[config.mk]
export PLATFORM = sky130hd
export DESIGN_NAME = mc_seq
export DESIGN_NICKNAME = d
export VERILOG_FILES = /design/src/rtl/mc_seq.sv
export SDC_FILE = /design/constraint.sdc
export NUM_CORES = 1
export LEC_CHECK = 0
export BUFFER_PORTS_ARGS = -buffer_cell sky130_fd_sc_hd__buf_4
export CAP_MARGIN = 10
export CORE_MARGIN = 8
export CORE_UTILIZATION = 26
export DETAILED_ROUTE_END_ITERATION = 16
export GPL_TIMING_DRIVEN = 0
export PLACE_DENSITY = 0.57
export SLEW_MARGIN = 20
export SYNTH_ARGS = -nofsm -noshare
export SYNTH_HDL_FRONTEND = slang
export SYNTH_SLANG_ARGS = --single-unit
export TNS_END_PERCENT = 30
[constraint.sdc]
create_clock -name clk -period 5.7 [get_ports clk]
set_input_delay 0.285 -clock clk [delete_from_list [all_inputs] [get_ports clk]]
set_output_delay 0.285 -clock clk [all_outputs]
set_load 0.005 [all_outputs]
[src/rtl/mc_seq.sv]
// Multicycle instruction sequencer: FETCH/DECODE/EXEC/MEM/WB/TRAP control with PC, EPC and retire count.
// Latency: 3 cycles for ALU ops (plus fetch wait), 4 with writeback, MEM adds at least 1 cycle.
// Backpressure: fetch stalls indefinitely on imem_ready; MEM stalls on dmem_ready up to TIMEOUT cycles, then traps.
//
// Ports:
//   clk, rest                  clock and asynchronous active-high reset
//   imem_req/addr/ready/rdata  instruction fetch handshake; ir holds the latched instruction
//   dec_*, branch_taken,target decoder class flags and branch/jump resolution for ir
//   dmem_req/we/ready          data access handshake
//   reg_wr_en                  register file write strobe
//   irq, ie                    level interrupt request and interrupt enable
//   pc, epc, exc_cause         architectural PC, exception return address and trap cause
//   state, instret             current sequencer state and retired instruction count
module mc_seq #(
  parameter int                XLEN     = 32,
  parameter int                ADDR_W   = 32,
  parameter logic [ADDR_W-1:0] RESET_PC = 32'h0000_3000,
  parameter logic [ADDR_W-1:0] EXC_VEC  = 32'h0000_4180,
  parameter int                TIMEOUT  = 16
) (
  input  logic              clk,
  input  logic              rest,
  output logic              imem_req,
  output logic [ADDR_W-1:0] imem_addr,
  input  logic              imem_ready,
  input  logic [XLEN-1:0]   imem_rdata,
  output logic [XLEN-1:0]   ir,
  input  logic              dec_mem_rd,
  input  logic              dec_mem_wr,
  input  logic              dec_reg_wr,
  input  logic              dec_branch,
  input  logic              dec_jump,
  input  logic              dec_eret,
  input  logic              dec_illegal,
  input  logic              branch_taken,
  input  logic [ADDR_W-1:0] target,
  output logic              dmem_req,
  output logic              dmem_we,
  input  logic              dmem_ready,
  output logic              reg_wr_en,
  input  logic              irq,
  output logic [ADDR_W-1:0] pc,
  output logic [ADDR_W-1:0] epc,
  output logic [1:0]        exc_cause,
  output logic              ie,
  output logic [2:0]        state,
  output logic [31:0]       instret
);

  typedef enum logic [2:0] {
    S_FETCH  = 3'd0,
    S_DECODE = 3'd1,
    S_EXEC   = 3'd2,
    S_MEM    = 3'd3,
    S_WB     = 3'd4,
    S_TRAP   = 3'd5
  } state_t;

  localparam int CNT_W = (TIMEOUT > 1) ? $clog2(TIMEOUT) : 1;

  localparam logic [1:0] CAUSE_IRQ     = 2'd0;
  localparam logic [1:0] CAUSE_ILLEGAL = 2'd1;
  localparam logic [1:0] CAUSE_TIMEOUT = 2'd2;

  state_t           st;
  logic             fetch_wait;  // set once FETCH has spent a cycle waiting on imem_ready
  logic [CNT_W-1:0] wait_cnt;
  logic [1:0]       cause_q;     // cause captured on TRAP entry, published on TRAP exit

  logic              irq_take;
  logic              timeout_hit;
  logic [ADDR_W-1:0] next_pc;

  // Interrupts are only taken before a fetch is issued; once imem_req is up
  // it must stay up until accepted.
  assign irq_take    = (st == S_FETCH) && !fetch_wait && irq && ie;
  assign timeout_hit = (TIMEOUT != 0) && (wait_cnt == CNT_W'(TIMEOUT - 1));
  assign next_pc     = (dec_jump || (dec_branch && branch_taken)) ? target : pc + ADDR_W'(4);

  // Strobes decode from state but are gated by reset so an access in flight
  // is dropped the moment reset asserts.
  assign imem_req  = !rest && (st == S_FETCH) && !irq_take;
  assign imem_addr = pc;
  assign dmem_req  = !rest && (st == S_MEM);
  assign dmem_we   = dmem_req && dec_mem_wr;
  assign reg_wr_en = !rest && (st == S_WB);
  assign state     = st;

  always_ff @(posedge clk or posedge rest) begin
    if (rest) begin
      st         <= S_FETCH;
      pc         <= RESET_PC;
      ir         <= '0;
      epc        <= '0;
      exc_cause  <= CAUSE_IRQ;
      ie         <= 1'b1;
      instret    <= '0;
      wait_cnt   <= '0;
      fetch_wait <= 1'b0;
      cause_q    <= CAUSE_IRQ;
    end else begin
      fetch_wait <= 1'b0;
      case (st)
        S_FETCH: begin
          if (irq_take) begin
            cause_q <= CAUSE_IRQ;
            st      <= S_TRAP;
          end else if (imem_ready) begin
            ir <= imem_rdata;
            st <= S_DECODE;
          end else begin
            fetch_wait <= 1'b1;
          end
        end
        S_DECODE: begin
          if (dec_illegal) begin
            cause_q <= CAUSE_ILLEGAL;
            st      <= S_TRAP;
          end else begin
            st <= S_EXEC;
          end
        end
        S_EXEC: begin
          if (dec_eret) begin
            pc      <= epc;
            ie      <= 1'b1;
            instret <= instret + 32'd1;
            st      <= S_FETCH;
          end else if (dec_mem_rd || dec_mem_wr) begin
            wait_cnt <= '0;
            st       <= S_MEM;
          end else if (dec_reg_wr) begin
            st <= S_WB;
          end else begin
            pc      <= next_pc;
            instret <= instret + 32'd1;
            st      <= S_FETCH;
          end
        end
        S_MEM: begin
          // A completion arriving on the timeout cycle still retires normally.
          if (dmem_ready) begin
            if (dec_mem_wr) begin
              pc      <= next_pc;
              instret <= instret + 32'd1;
              st      <= S_FETCH;
            end else begin
              st <= S_WB;
            end
          end else if (timeout_hit) begin
            cause_q <= CAUSE_TIMEOUT;
            st      <= S_TRAP;
          end else begin
            wait_cnt <= wait_cnt + CNT_W'(1);
          end
        end
        S_WB: begin
          pc      <= next_pc;
          instret <= instret + 32'd1;
          st      <= S_FETCH;
        end
        S_TRAP: begin
          epc       <= pc;
          pc        <= EXC_VEC;
          ie        <= 1'b0;
          exc_cause <= cause_q;
          st        <= S_FETCH;
        end
        default: st <= S_FETCH;
      endcase
    end
  end

endmodule

# After elaboration in Yosys (flattened, before gate mapping)
# Index checks and enable logic that the tools add are counted.
# totals
input_bits	77
mem_count	0
ff_bits	141
ramBits	0
latchBits	0
out_inout_bits	170
romBits	0
# classes
n_shift	0
mux	38
div_mod_pow	0
n_bitwise	1
magnitude_cmp	0
add_sub_neg	3
reduce_logical	27
mul	0
eq_ne	20
# ops
cell	count
$mux W32	11
$pmux W32 S4	1
$pmux W32 S3	1
$add A32 B1 Y32 const B	1
$add A32 B3 Y32 const B	1
$mux W3	9
$ne A2 B2 Y1 const B	10
$reduce_and A5 Y1	4
$mux W4	4
$ne A3 B3 Y1 const B	4
$pmux W3 S4	1
$logic_and A1 B1 Y1	9
$mux W2	4
$pmux W4 S2	1
$eq A3 B2 Y1 const B	2
$eq A3 B3 Y1 const B	2
$pmux W2 S3	1
$reduce_bool A3 Y1	2
$add A4 B1 Y4 const B	1
$eq A4 B4 Y1 const B	1
$mux W1	4
$reduce_and A2 Y1	2
$reduce_bool A2 Y1	2
$reduce_bool A4 Y1	1
7 further kinds	10

# Longest topological paths before layout
# depth
word_depth	7
mapped_depth	8
mapped_depth_nobuf	6

# Worst setup path after synthesis
# Ideal clock, no wire load.
# synth_path
path_kind	flip-flop to flip-flop
startpoint	register pc[12] (netlist: imem_addr[12])
endpoint	register pc[31] (netlist: imem_addr[31])
n_path_buf	1
setup_ps	122
path_stages_with_launch	7
slack_ps	3625
required_time_ps	5578
t_arrival_ps	1953
cell_sequence	dfstp_2 -> and3_1 -> buf_2 -> nand4_1 -> or4_1 -> a31o_1 -> a32o_1
# synth_via
elab_chain_cells	6
word_cells_on_any_way	8
classes_between	add/sub (1); mux (7)
# synth_rtl
element	line	source
start: declaration	42	output logic [ADDR_W-1:0] pc,
start signal: assignment	125	pc <= epc;
start signal: assignment	135	pc <= next_pc;
start signal: assignment	144	pc <= next_pc;
$add A32 B3 Y32 (*)	78	assign next_pc = (dec_jump || (dec_branch && branch_taken)) ? target : pc + ADDR_W'(4);
$mux W32 (*)	78	
$mux W32	132	end else if (dec_reg_wr) begin
$mux W32	129	end else if (dec_mem_rd || dec_mem_wr) begin
$mux W32	124	if (dec_eret) begin
$pmux W32 S4 (*)	103	case (st)
# Mark *: on every way between the ends. The rest lies on a longest branch, timed or not. The select of a mux whose other input is x is not followed.
# A chain may end at the register's enable or synchronous reset.

# Final worst setup path
# layout_path
startpoint	register st[2] (netlist: state[2])
endpoint	register pc[15] (netlist: imem_addr[15])
# layout_via
elab_chain_cells	3
word_cells_on_any_way	11
classes_between	eq/ne (8); mux (1); reduce/logical (2)
# layout_rtl
element	line	source
start: declaration	65	state_t st;
start signal: assignment	91	st <= S_FETCH;
start signal: assignment	107	st <= S_TRAP;
start signal: assignment	110	st <= S_DECODE;
$eq A3 B2 Y1 / $eq A3 B3 Y1 (equally long branches)	103	
$ne A3 B3 Y1 (no source line) (tied with other cells)	n/a	
$reduce_and A5 Y1 (no source line)	n/a	
# Parallel ways exist; a longest one is shown, timed or not.

==> flow_summary.ini <==
[final_layout]
final_cell_mix = buf_4, dfrtp_1, nand2_1
fill_cells = 2904
final_common_cell = buf_4
fin_cells = 1466
area_growth_pct = 38.9
antenna-diode-count = 0
nNetsFinal = 1149
drive_above_1_share = 0.350
utilization = 0.367

[pwr]
max-vdd-ir-drop_mv = 0.194
power_density_nw_per_um2 = 530
p_leak_nw = 4.88

[sta]
finClkSkew_ns = 0.0102
timing.setup.tns_ns = 0
slew_headroom = 0.374
rsz0062_at_grt = false
timing.final.ws_setup_ns = 3.20
final_max_slew_viol_count = 0
hold_viol = 0
tightest_slew_ns = 0.931
hold_ws_ns = 0.0609
min_period_over_period = 0.439
setup_violations = 0
fmax_mhz = 400
period_needed_ns = 2.50

[yosys]
synth_area_um2 = 7600
synth_compound_area_frac = 0.154
yosys_warnings = 0
synthMuxAreaShare = 0.0517
synth_xor_area_frac = 0.0473
synth_cell_types = 66
async_flop_share = 1.00
yosys_register_bits = 141
synth_edf_count = 0
syn_nets = 883
synthSimpleGateAreaFrac = 0.207
syn-instance-count = 803
yosysSeqAreaShare = 0.465
yosys.area_share.adder = 0.00494
synth_top_family_by_area = simple AND/OR/NAND/NOR gates
synth_ff_type = dfrtp_1
avgSynthCellArea_um2 = 9.46

[clocking]
clkTransAtPathRegs_ns = 0.06
htree_levels = 4
cts_setup_buffers = 0
cts.sinks = 141
cts_made_buffers = 17
clkLatencyLatePin_ns = 0.43
ctsLongestPathBuffers = 2
cts_tree = yes
clockRootBuffer = clkbuf_16

[run_status]
status = finished, final reports clean

[global_route]
grt_usage = 0.161
grt-ovfl-total = 0
grt_pass1_vias = 7447
grt_max_degree = 87
grt_first_pass_wirelength_um = 44600
antenna_found_initial = 0

[detailed_routing]
dr.pass1.iters = 5
drt_iter0_drc = 578
vias = 7283
drtAntennaViolNets = 0
via_per_inst = 4.97
wl_per_cell_um = 19.5
drc_errors = 0
wl_um = 28600

[placed_design]
dp_hpwl_um = 21400
dp_slack_ns = 3.19
place.gp.congestion = 0.877
dp_cells = 1433
portBuffers = 245

[critical_path]
worstPathMaxFanout = 10
arrival_ns = 2.81
crit_type = reg -> reg
reg2reg_depth = 5
reg2reg_slack_ns = 3.20
r2r_start = state[2]
start_kind = flop
worstReg2RegEnd = imem_addr[15]
crit_path_end_kind = flop
worst_ep_required_time_ns = 6.01

[floorplan]
die_w_um = 187
initial_core_util = 0.264
dieArea_um2 = 35000
ioPinCount = 247
rows = 62
core_um2 = 28800
die_h_um = 187

[hold_path]
hold_path_class = in -> reg
whs_path_depth = 2
min-delay-start = imem_ready
hold_end = fetch_wait

[job]
max-cap-violations = 0
area by class of cell:
class,count,area (um2),share of cell area
Multi-Input combinational cell,564,3540,0.335
Tap cell,384,480,0.0455
Clock inverter,14,160,0.0152
Inverter,12,52.6,0.00498
Buffer,86,485,0.0460
Clock buffer,18,429,0.0407
Timing Repair Buffer,247,1880,0.178
Sequential cell,141,3530,0.335
state kept, by name, indices dropped and copies added, names as in the netlist:
register    cells
cause_q         2
instret        32
state           3
epc            32
ie              1
imem_addr      32
ir             32
exc_cause       2
wait_cnt        4
fetch_wait      1
stage by stage:
stage | total power [mW] | area (um2)
2_1_floorplan | 3.13 | 7600
3_3_place_gp | 4.43 | 9920
3_5_place_dp | 4.48 | 9960
4_1_cts | 5.65 | 10600
5_1_grt | 5.99 | 10600
6_report | 5.59 | 10600
synth_stat cells, types with 3 or more instances:
master / instances / area [um2]
buf_2: 13 / 65.1
dfrtp_1: 138 / 3450
and3_1: 14 / 87.6
o211ai_1: 10 / 75.1
nor4_1: 8 / 50.1
and4_1: 7 / 61.3
and2_1: 3 / 18.8
a31oi_1: 6 / 37.5
o221ai_1: 3 / 26.3
a22o_1: 8 / 70.1
nand4_1: 22 / 138
a22oi_1: 8 / 60.1
buf_1: 4 / 15.0
a32o_1: 7 / 70.1
mux2_2: 34 / 383
a211oi_1: 4 / 30.0
clkbuf_1: 32 / 120
a2bb2oi_1: 3 / 26.3
buf_4: 35 / 263
or4_1: 5 / 37.5
a31o_2: 3 / 26.3
nor2b_1: 15 / 93.8
nor2_1: 43 / 161
dfstp_2: 3 / 78.8
a21oi_1: 30 / 150
nand3_1: 39 / 195
ha_1: 3 / 37.5
o22ai_1: 5 / 31.3
nand2b_1: 6 / 37.5
nor3_1: 7 / 35.0
o31ai_1: 9 / 67.6
xor2_1: 12 / 105
xnor2_1: 29 / 254
a21o_1: 7 / 52.6
o41ai_1: 4 / 35.0
o21ai_0: 36 / 180
or3_1: 5 / 31.3
inv_1: 12 / 45.0
nor4_2: 3 / 37.5
nand2_1: 134 / 503
metal layers:
metal / track usage / part of all wire / vias up
met2: 0.252 / 0.45 / 350
met3: 0.0630 / 0.099 / 35
met4: 0.0470 / 0.018 / 0
li1: - / - / 3372
met5: 0 / 0 / -
met1: 0.204 / 0.43 / 3526
how the worst max path moves through the flow:
stage | startpoint | end | slack, ns | cells after the start
after floorplan | rest | cause_q[0] | 1.64 | 1
after global placement | rest | epc[10] | -0.48 | 2
after detailed placement | state[2] | epc[1] | 3.19 | 7
after CTS | state[2] | epc[1] | 3.18 | 7
after global routing | state[2] | epc[30] | 3.00 | 6
final | state[2] | imem_addr[15] | 3.20 | 5
critical path: stages (launching register included):
cell	delay (ns)
dfrtp_1	0.41
buf_2	0.20
nor4b_2	0.79
a221oi_4	0.25
clkbuf_1	0.40
o211a_1	0.33
timing repair:
action                    in CTS  in global routing
hold endpoints to repair      55                  0
resized for setup              0                  0
hold buffers                   1                  0
power breakdown:
group / total, mW / internal (mW) / switching (mW)
clock network: 1.14 / 0.654 / 0.491
logic: 2.61 / 1.33 / 1.28
registers: 1.84 / 1.40 / 0.440
total: 5.59 / 3.38 / 2.21
cell families after synthesis:
| kind of cell | after synthesis |
|---|---|
| xor+xnor | 41 |
| buf+inv | 98 |
| mux | 35 |
| simple gates | 319 |
| compound gates | 166 |
| flops | 141 |
| fa+ha+maj | 3 |
Power figures use the tool's default switching activity.
